**src/rtl/mul_div_unit.sv**
```systemverilog
// Iterative multiply/divide unit: WIDTH-cycle shift-add multiply and restoring divide
// on operand magnitudes, with sign correction folded into the final iteration.
//
//   state | meaning
//   IDLE  | waiting for start_i
//   CALC  | one multiply/divide iteration per cycle, busy_o high
//   DONE  | result valid, done_o pulse; start_i accepted back-to-back
module mul_div_unit #(
    parameter int WIDTH = 32
) (
    input  logic             clk_i,
    input  logic             rst_i,
    input  logic             start_i,
    input  logic [1:0]       op_i,
    input  logic [WIDTH-1:0] src1_i,
    input  logic [WIDTH-1:0] src2_i,
    output logic             busy_o,
    output logic             done_o,
    output logic [WIDTH-1:0] hi_o,
    output logic [WIDTH-1:0] lo_o
);
    localparam int CW = $clog2(WIDTH);

    typedef enum logic [1:0] {IDLE, CALC, DONE} state_t;

    state_t state, state_nx;

    logic [CW-1:0]    cnt;
    logic             is_div, neg_a, neg_b, div_zero;
    logic [WIDTH-1:0] mag_a, mag_b, acc_hi, acc_lo;

    logic             accept, last_iter;
    logic             src1_neg, src2_neg;
    logic [WIDTH-1:0] src1_mag, src2_mag;

    logic [WIDTH-1:0]   addend;
    logic [WIDTH:0]     sum;
    logic [WIDTH:0]     rem_sh;
    logic [WIDTH-1:0]   rem_sub;
    logic               fits;
    logic [WIDTH-1:0]   hi_nx, lo_nx;
    logic [2*WIDTH-1:0] prod, prod_fix;
    logic [WIDTH-1:0]   quo_fix, rem_fix, res_hi, res_lo;

    assign accept    = start_i && (state == IDLE || state == DONE);
    assign last_iter = (state == CALC) && (cnt == CW'(WIDTH - 1));

    assign src1_neg = op_i[0] & src1_i[WIDTH-1];
    assign src2_neg = op_i[0] & src2_i[WIDTH-1];
    assign src1_mag = src1_neg ? -src1_i : src1_i;
    assign src2_mag = src2_neg ? -src2_i : src2_i;

    always_ff @(posedge clk_i or negedge rst_i) begin
        if (!rst_i) state <= IDLE;
        else        state <= state_nx;
    end

    always_comb begin
        state_nx = state;
        case (state)
            IDLE:    if (start_i) state_nx = CALC;
            CALC:    if (last_iter) state_nx = DONE;
            DONE:    state_nx = start_i ? CALC : IDLE;
            default: state_nx = IDLE;
        endcase
    end

    // One datapath step; the product/quotient shifts through acc_lo
    always_comb begin
        addend  = acc_lo[0] ? mag_a : '0;
        sum     = {1'b0, acc_hi} + {1'b0, addend};
        rem_sh  = {acc_hi, acc_lo[WIDTH-1]};
        fits    = rem_sh >= {1'b0, mag_b};
        // true difference is below 2^WIDTH, so the modulo subtraction is exact
        rem_sub = rem_sh[WIDTH-1:0] - mag_b;
        if (is_div) begin
            hi_nx = fits ? rem_sub : rem_sh[WIDTH-1:0];
            lo_nx = {acc_lo[WIDTH-2:0], fits};
        end else begin
            hi_nx = sum[WIDTH:1];
            lo_nx = {sum[0], acc_lo[WIDTH-1:1]};
        end
    end

    // A zero divisor leaves the magnitude dividend as remainder, so hi already equals src1
    always_comb begin
        prod     = {hi_nx, lo_nx};
        prod_fix = (neg_a ^ neg_b) ? -prod : prod;
        quo_fix  = (neg_a ^ neg_b) ? -lo_nx : lo_nx;
        rem_fix  = neg_a ? -hi_nx : hi_nx;
        res_hi   = is_div ? rem_fix : prod_fix[2*WIDTH-1:WIDTH];
        res_lo   = is_div ? (div_zero ? '1 : quo_fix) : prod_fix[WIDTH-1:0];
    end

    always_ff @(posedge clk_i or negedge rst_i) begin
        if (!rst_i) begin
            cnt      <= '0;
            is_div   <= 1'b0;
            neg_a    <= 1'b0;
            neg_b    <= 1'b0;
            div_zero <= 1'b0;
            mag_a    <= '0;
            mag_b    <= '0;
            acc_hi   <= '0;
            acc_lo   <= '0;
            busy_o   <= 1'b0;
            done_o   <= 1'b0;
            hi_o     <= '0;
            lo_o     <= '0;
        end else begin
            busy_o <= (state_nx == CALC);
            done_o <= (state_nx == DONE);
            if (accept) begin
                is_div   <= op_i[1];
                neg_a    <= src1_neg;
                neg_b    <= src2_neg;
                div_zero <= (src2_i == '0);
                mag_a    <= src1_mag;
                mag_b    <= src2_mag;
                acc_hi   <= '0;
                acc_lo   <= op_i[1] ? src1_mag : src2_mag;
                cnt      <= '0;
            end else if (state == CALC) begin
                acc_hi <= hi_nx;
                acc_lo <= lo_nx;
                cnt    <= cnt + 1'b1;
                if (last_iter) begin
                    hi_o <= res_hi;
                    lo_o <= res_lo;
                end
            end
        end
    end

endmodule

```
**config.mk**
```make
export PLATFORM = sky130hd
export DESIGN_NAME = mul_div_unit
export DESIGN_NICKNAME = d
export VERILOG_FILES = /design/src/rtl/mul_div_unit.sv
export SDC_FILE = /design/constraint.sdc
export NUM_CORES = 1
export LEC_CHECK = 0
export BUFFER_PORTS_ARGS = -buffer_cell sky130_fd_sc_hd__buf_2
export CORE_MARGIN = 8
export CORE_UTILIZATION = 40
export CTS_CLUSTER_SIZE = 14
export DETAILED_ROUTE_END_ITERATION = 12
export GPL_ROUTABILITY_DRIVEN = 1
export PLACE_DENSITY = 0.56
export SYNTH_ARGS = -nofsm -noshare
export SYNTH_HDL_FRONTEND = slang
export SYNTH_SLANG_ARGS = --single-unit
```
**constraint.sdc**
```tcl
create_clock -name clk_i -period 5.61 [get_ports clk_i]
set_input_delay 0.561 -clock clk_i [delete_from_list [all_inputs] [get_ports clk_i]]
set_output_delay 0.561 -clock clk_i [all_outputs]
set_load 0.005 [all_outputs]
```
==> results of run 1 <==
==> layer usage <==
| metal | part of all wire [%] | global-route usage [%] | up-vias | wire, um |
|---|---|---|---|---|
| met1 | 44 | 36.5 | 8036 | 29100 |
| met5 | 0.020 | 0 | - | 13 |
| met2 | 45 | 42.4 | 653 | 29700 |
| met3 | 6.4 | 3.73 | 106 | 4220 |
| li1 | - | - | 7705 | - |
| met4 | 4.0 | 9.57 | 2 | 2630 |
==> kinds of logic (layout without fill, tap and decap cells) <==
| logic type | after synthesis | count (layout) | synth area share [%] |
|---|---|---|---|
| buf+inv | 175 | 279 | 4.41 |
| flops | 205 | 205 | 30.9 |
| compound gates | 700 | 700 | 27.5 |
| xor+xnor | 150 | 150 | 7.91 |
| simple gates | 715 | 715 | 20.7 |
| fa+ha+maj | 72 | 72 | 5.52 |
| mux | 51 | 51 | 3.11 |
==> stage by stage <==
stage               utilization, %  hold WS (ns)  cell area, um^2  std cells  worst slack [ns]
floorplan                        -         0.265            16600       2068              1.11
global placement              43.5         0.457            17800       2658             0.676
detailed placement            43.5         0.467            17800       2658             0.545
CTS                           45.5         0.102            18600       2704             0.528
global route                  45.5         0.121            18600       2704            0.0440
finish                        45.5        0.0690            18600       2704             0.352
==> final cells by class <==
cell class | instances | area, um^2
Clock inverter | 11 | 126
Tap cell | 532 | 666
Fill cell | 4155 | 22300
Sequential cell | 205 | 5130
Timing Repair Buffer | 174 | 1000
Inverter | 59 | 221
Multi-Input combinational cell | 1688 | 10800
Clock buffer | 35 | 693
==> Yosys cell counts (38+ instances only) <==
library cell,number
clkbuf_1,67
nand3_1,38
inv_1,58
xnor2_1,82
dfrtp_1,205
nand2_1,284
o211ai_1,45
mux2i_1,46
xor2_1,68
a21oi_1,157
ha_1,70
and2_1,47
nor2_1,135
nor3_1,57
o21ai_0,228
==> worst paths after layout <==
kind                                          endpoint  slack [ns]  cells after the start
worst max-delay path              hi_o[26]$_DFFE_PN0P_        0.35                     19
worst min-delay path            acc_hi[13]$_DFFE_PN0P_        0.07                      1
worst max register to register    hi_o[26]$_DFFE_PN0P_        0.35                     19
worst min register to register    hi_o[11]$_DFFE_PN0P_        0.47                      2
max in group asynchronous           is_div$_DFFE_PN0P_        4.35                      2
min in group clk_i                div_zero$_DFFE_PN0P_        0.25                      2
==> flip-flops by register name, indices dropped and copies added, names as in the netlist <==
| signal | cells |
|---|---|
| mag_a | 32 |
| busy_o | 1 |
| mag_b | 32 |
| hi_o | 32 |
| done_o | 1 |
| cnt | 5 |
| neg_a | 1 |
| acc_lo | 32 |
| state | 2 |
| acc_hi | 32 |
| div_zero | 1 |
| lo_o | 32 |
| neg_b | 1 |
| is_div | 1 |
==> layout by cell type, fill, tap and decap left out, types with 8 or more instances in the layout <==
cell type / netlist / layout
or2_2: 8 / 8
o21bai_1: 10 / 10
o21a_1: 21 / 21
buf_4: 5 / 38
clkbuf_16: 0 / 25
o21ai_1: 9 / 9
and3_1: 14 / 14
a21oi_1: 157 / 157
nor3_1: 57 / 57
nand4_1: 22 / 22
buf_2: 25 / 133
a21o_1: 18 / 18
a211oi_1: 18 / 18
nand2_1: 284 / 283
xor2_1: 68 / 68
o41ai_1: 9 / 9
a221oi_1: 11 / 11
nor2_1: 135 / 134
a31oi_1: 24 / 24
inv_1: 58 / 58
a22o_1: 18 / 18
nand3_1: 38 / 38
xnor2_1: 82 / 81
nand2b_1: 13 / 11
nor2b_1: 15 / 13
or4_1: 13 / 13
o22a_1: 33 / 33
o21ai_0: 228 / 228
ha_1: 70 / 70
mux2i_1: 46 / 46
nor4_1: 19 / 19
o31ai_1: 17 / 17
dfrtp_1: 205 / 204
and2_1: 47 / 47
or3_1: 18 / 18
o211ai_1: 45 / 45
==> critical path: stages, from the launching register on <==
cell and delay [ns]:
dfrtp_1 0.45, ha_1 0.40, a21oi_1 0.27, o21ai_1 0.25, a31oi_1 0.30, o221a_1 0.25
a31oi_1 0.15, inv_1 0.18, ha_1 0.19, o21ai_0 0.19, nor4_1 0.56, and3_1 0.30
and2_1 0.36, nand2_1 0.09, a21oi_1 0.37, o2bb2ai_1 0.20, nand2_1 0.11, o41ai_2 0.27
xnor2_1 0.16, o21ai_1 0.07
==> flow_metrics.tcl, run 1 <==
set metrics [dict create \
    status "completed" \
    numCtsBuffers 25 \
    required_ns 6.03 \
    area_delta_synth_final_pct 12.2 \
    worstSetupPathType "reg2reg" \
    grt_pass1_vias 16100 \
    insertion_delay_ns 0.56 \
    cap_violations 0 \
    finalSetupViolCount 0 \
    crit_fanout 8 \
    cts.clk_slew.worst_paths_ns 0.06 \
    viasPerCell 6.10 \
    drive_gt1_share_pct 12.7 \
    die_area_um2 48300 \
    clock_sinks 205 \
    slew_violations 0 \
    core_um2 40900 \
    rsz0062_at_grt "no" \
    fin_crit_sh_pct 93.7 \
    end_kind "flop" \
    grt_pass1_wl_um 99400 \
    track_usage_pct 26.6 \
    startpoint "acc_hi[21]$_DFFE_PN0P_" \
    synthDistinctLibCells 95 \
    relSlewSlack_pct 25.2 \
    die_width_um 220 \
    skew_ns 0.0139 \
    max_freq_ghz 0.190 \
    crit_arrival_ns 5.67 \
    fin_nets 2294 \
    cts-root-buf "clkbuf_16" \
    synth_edf_count 0 \
    worst_pin_slew_ns 1.12 \
    rows 74 \
    wl_um 65600 \
    dr_total_vias 16500 \
    synth_area_per_cell_um2 8.03 \
    ys_warn_count 0 \
    antenna_found_initial 1 \
    drc 0 \
    io_buffers 134 \
    async_flop_share_pct 100 \
    hp-class "in2async" \
    synth_top_area_share_pct 30.9 \
    ys_seq_area_share_pct 30.9 \
    firstDrtPassIters 5 \
    wire_per_inst_um 24.3 \
    grt-ovfl-total 0 \
    synth_area_um2 16600 \
    period_minus_slack_ns 5.26 \
    place_congestion 1.01 \
    cts_hold_buffers 0 \
    synth_flop_cell "dfrtp_1" \
    reg2reg_from "acc_hi[21]$_DFFE_PN0P_" \
    post_cts_buffers 0 \
    syn-instance-count 2068 \
    htreeDepth 1 \
    cts_tree "built" \
    num_antenna_cells 0 \
    cp-start-kind "flop" \
    fin_tns_setup_ns 0 \
    cts_buffer_depth 3 \
    synth_area_leader_cell "dfrtp_1" \
    drtAntennaViolNets 0 \
    hpwl_um 51300 \
    die_h_um 220 \
    synth.area.top_cells "dfrtp_1 31%, o21ai_0 6.9%, nand2_1 6.4%" \
    num_io_pins 135 \
    grt_max_degree 130 \
    synth-seq-cells 205 \
    drtIter0Drc 1582 \
    hold_violations 0 \
    start_util_pct 40.6 \
    syn_nets 2209 \
    cts_resized 0 \
]
Power of run 1 is left out: the tool's default activity adds up to more than one toggle a clock period on the data nets, which glitch-free logic cannot reach.
==> run 2, diff against run 1 <==
--- a/config.mk
+++ b/config.mk
@@ -6,12 +6,14 @@
 export NUM_CORES = 1
 export LEC_CHECK = 0
 export BUFFER_PORTS_ARGS = -buffer_cell sky130_fd_sc_hd__buf_2
+export CELL_PAD_IN_SITES_DETAIL_PLACEMENT = 0
+export CELL_PAD_IN_SITES_GLOBAL_PLACEMENT = 1
 export CORE_MARGIN = 8
 export CORE_UTILIZATION = 40
 export CTS_CLUSTER_SIZE = 14
 export DETAILED_ROUTE_END_ITERATION = 12
 export GPL_ROUTABILITY_DRIVEN = 1
-export PLACE_DENSITY = 0.56
+export PLACE_DENSITY = 0.71
 export SYNTH_ARGS = -nofsm -noshare
 export SYNTH_HDL_FRONTEND = slang
 export SYNTH_SLANG_ARGS = --single-unit
==> run 2 against run 1 <==
The run now ends with hold timing left. Worst setup slack gained 0.14 ns. Final area up 1.1%. Sequential share of layout area fell by 0.29 points. Register-to-register slack improved by 0.14 ns. Hold slack worse by 0.12 ns. Largest cell class unchanged. Clock-buffer cell count shrank 2.
==> flow_metrics.tcl, run 2 (synthesis results as in run 1) <==
set metrics [dict create \
    relSlewSlack_pct 24.9 \
    drive_gt1_share_pct 13.2 \
    htreeDepth 1 \
    hpwl_um 51800 \
    finalSetupViolCount 0 \
    post_cts_buffers 0 \
    grt_pass1_wl_um 100000 \
    core_um2 40900 \
    insertion_delay_ns 0.56 \
    hp-class "in2async" \
    hold_violations 10 \
    cap_violations 0 \
    antenna_found_initial 0 \
    die_width_um 220 \
    dr_total_vias 16400 \
    cp-start-kind "flop" \
    place_congestion 0.988 \
    final_cell_mix "283 x nand2_1, 228 x o21ai_0, 204 x dfrtp_1" \
    grt-ovfl-total 0 \
    rsz0062_at_grt "no" \
    start_util_pct 40.6 \
    num_antenna_cells 0 \
    cts_buffer_depth 3 \
    met2_length_um 30100 \
    grt_pass1_vias 15900 \
    final_common_cell "nand2_1" \
    worstSetupPathType "reg2reg" \
    status "complete, but fails checks" \
    firstDrtPassIters 6 \
    die_h_um 220 \
    worst_pin_slew_ns 1.12 \
    cts.clk_slew.worst_paths_ns 0.07 \
    drc 0 \
    clock_sinks 205 \
    required_ns 6.09 \
    io_buffers 134 \
    drtAntennaViolNets 0 \
    slew_violations 0 \
    crit_fanout 12 \
    end_kind "flop" \
    num_io_pins 135 \
    wl_met1_um 29600 \
    met3_length_um 4370 \
    numCtsBuffers 26 \
    crit_arrival_ns 5.60 \
    drtIter0Drc 1437 \
    fin_hold_ws_ns -0.0468 \
    rows 74 \
    top_layer "met4" \
    wire_per_inst_um 24.6 \
    period_minus_slack_ns 5.12 \
    cts_hold_buffers 0 \
    fin_nets 2303 \
    skew_ns 0.0163 \
    cts_resized 0 \
    wl_um 66700 \
    max_freq_ghz 0.195 \
    fin_tns_setup_ns 0 \
    area_delta_synth_final_pct 13.4 \
    cts-root-buf "clkbuf_16" \
    cts_tree "built" \
    die_area_um2 48300 \
    r2r_slack_ns 0.49 \
    violations "hold timing" \
    grt_max_degree 131 \
    track_usage_pct 27.0 \
    fin_crit_sh_pct 91.2 \
    viasPerCell 6.04 \
]
==> run 2: stage by stage <==
step                cells  worst slack, ns  utilization [%]  cell area (um^2)
detailed placement   2666            0.605             43.6             17900
global placement     2666            0.603             43.6             17900
floorplan            2068             1.11                -             16600
CTS                  2714            0.593             46.0             18800
finish               2714            0.493             46.0             18800
global route         2714            0.138             46.0             18800
==> run 2: critical path, stage by stage, from the launching register on <==
cell	delay (ns)
dfrtp_1	0.45
ha_1	0.52
nand4_1	0.29
nor4_2	0.45
a21oi_1	0.15
o221ai_1	0.19
buf_4	0.27
nor2_2	0.08
a311oi_2	0.39
ha_1	0.43
nand2_1	0.08
a311oi_1	0.36
nand4_1	0.26
nor3_1	0.43
or2_2	0.21
a41oi_1	0.14
xor2_1	0.18
o21ai_0	0.15
==> run 2: final cells by class <==
cell class              count  area, um^2
clock buffers              33         707
clock inverters            15         253
fillers                  4115       22100
inverters                  59         221
multi-input cells        1688       10800
flip-flops and latches    205        5130
well taps                 532         666
repair buffers            182        1070
==> run 2: worst paths after layout <==
path | from | endpoint | cells past startpoint
max | acc_hi[20]$_DFFE_PN0P_ | hi_o[22]$_DFFE_PN0P_ | 17
min | rst_i | acc_hi[12]$_DFFE_PN0P_ | 1
min in group clk_i | src2_i[31] | div_zero$_DFFE_PN0P_ | 2
min reg2reg | hi_o[2]$_DFFE_PN0P_ | hi_o[2]$_DFFE_PN0P_ | 2
max reg2reg | acc_hi[20]$_DFFE_PN0P_ | hi_o[22]$_DFFE_PN0P_ | 17
max in group asynchronous | rst_i | acc_hi[25]$_DFFE_PN0P_ | 2
==> run 2: routing by layer <==
metal	GRT usage [%]	vias to the layer above
met1	36.9	7990
met2	43.1	564
met5	0	-
li1	-	7747
met3	3.94	96
met4	9.81	0
Power of run 2 is left out for the same reason.
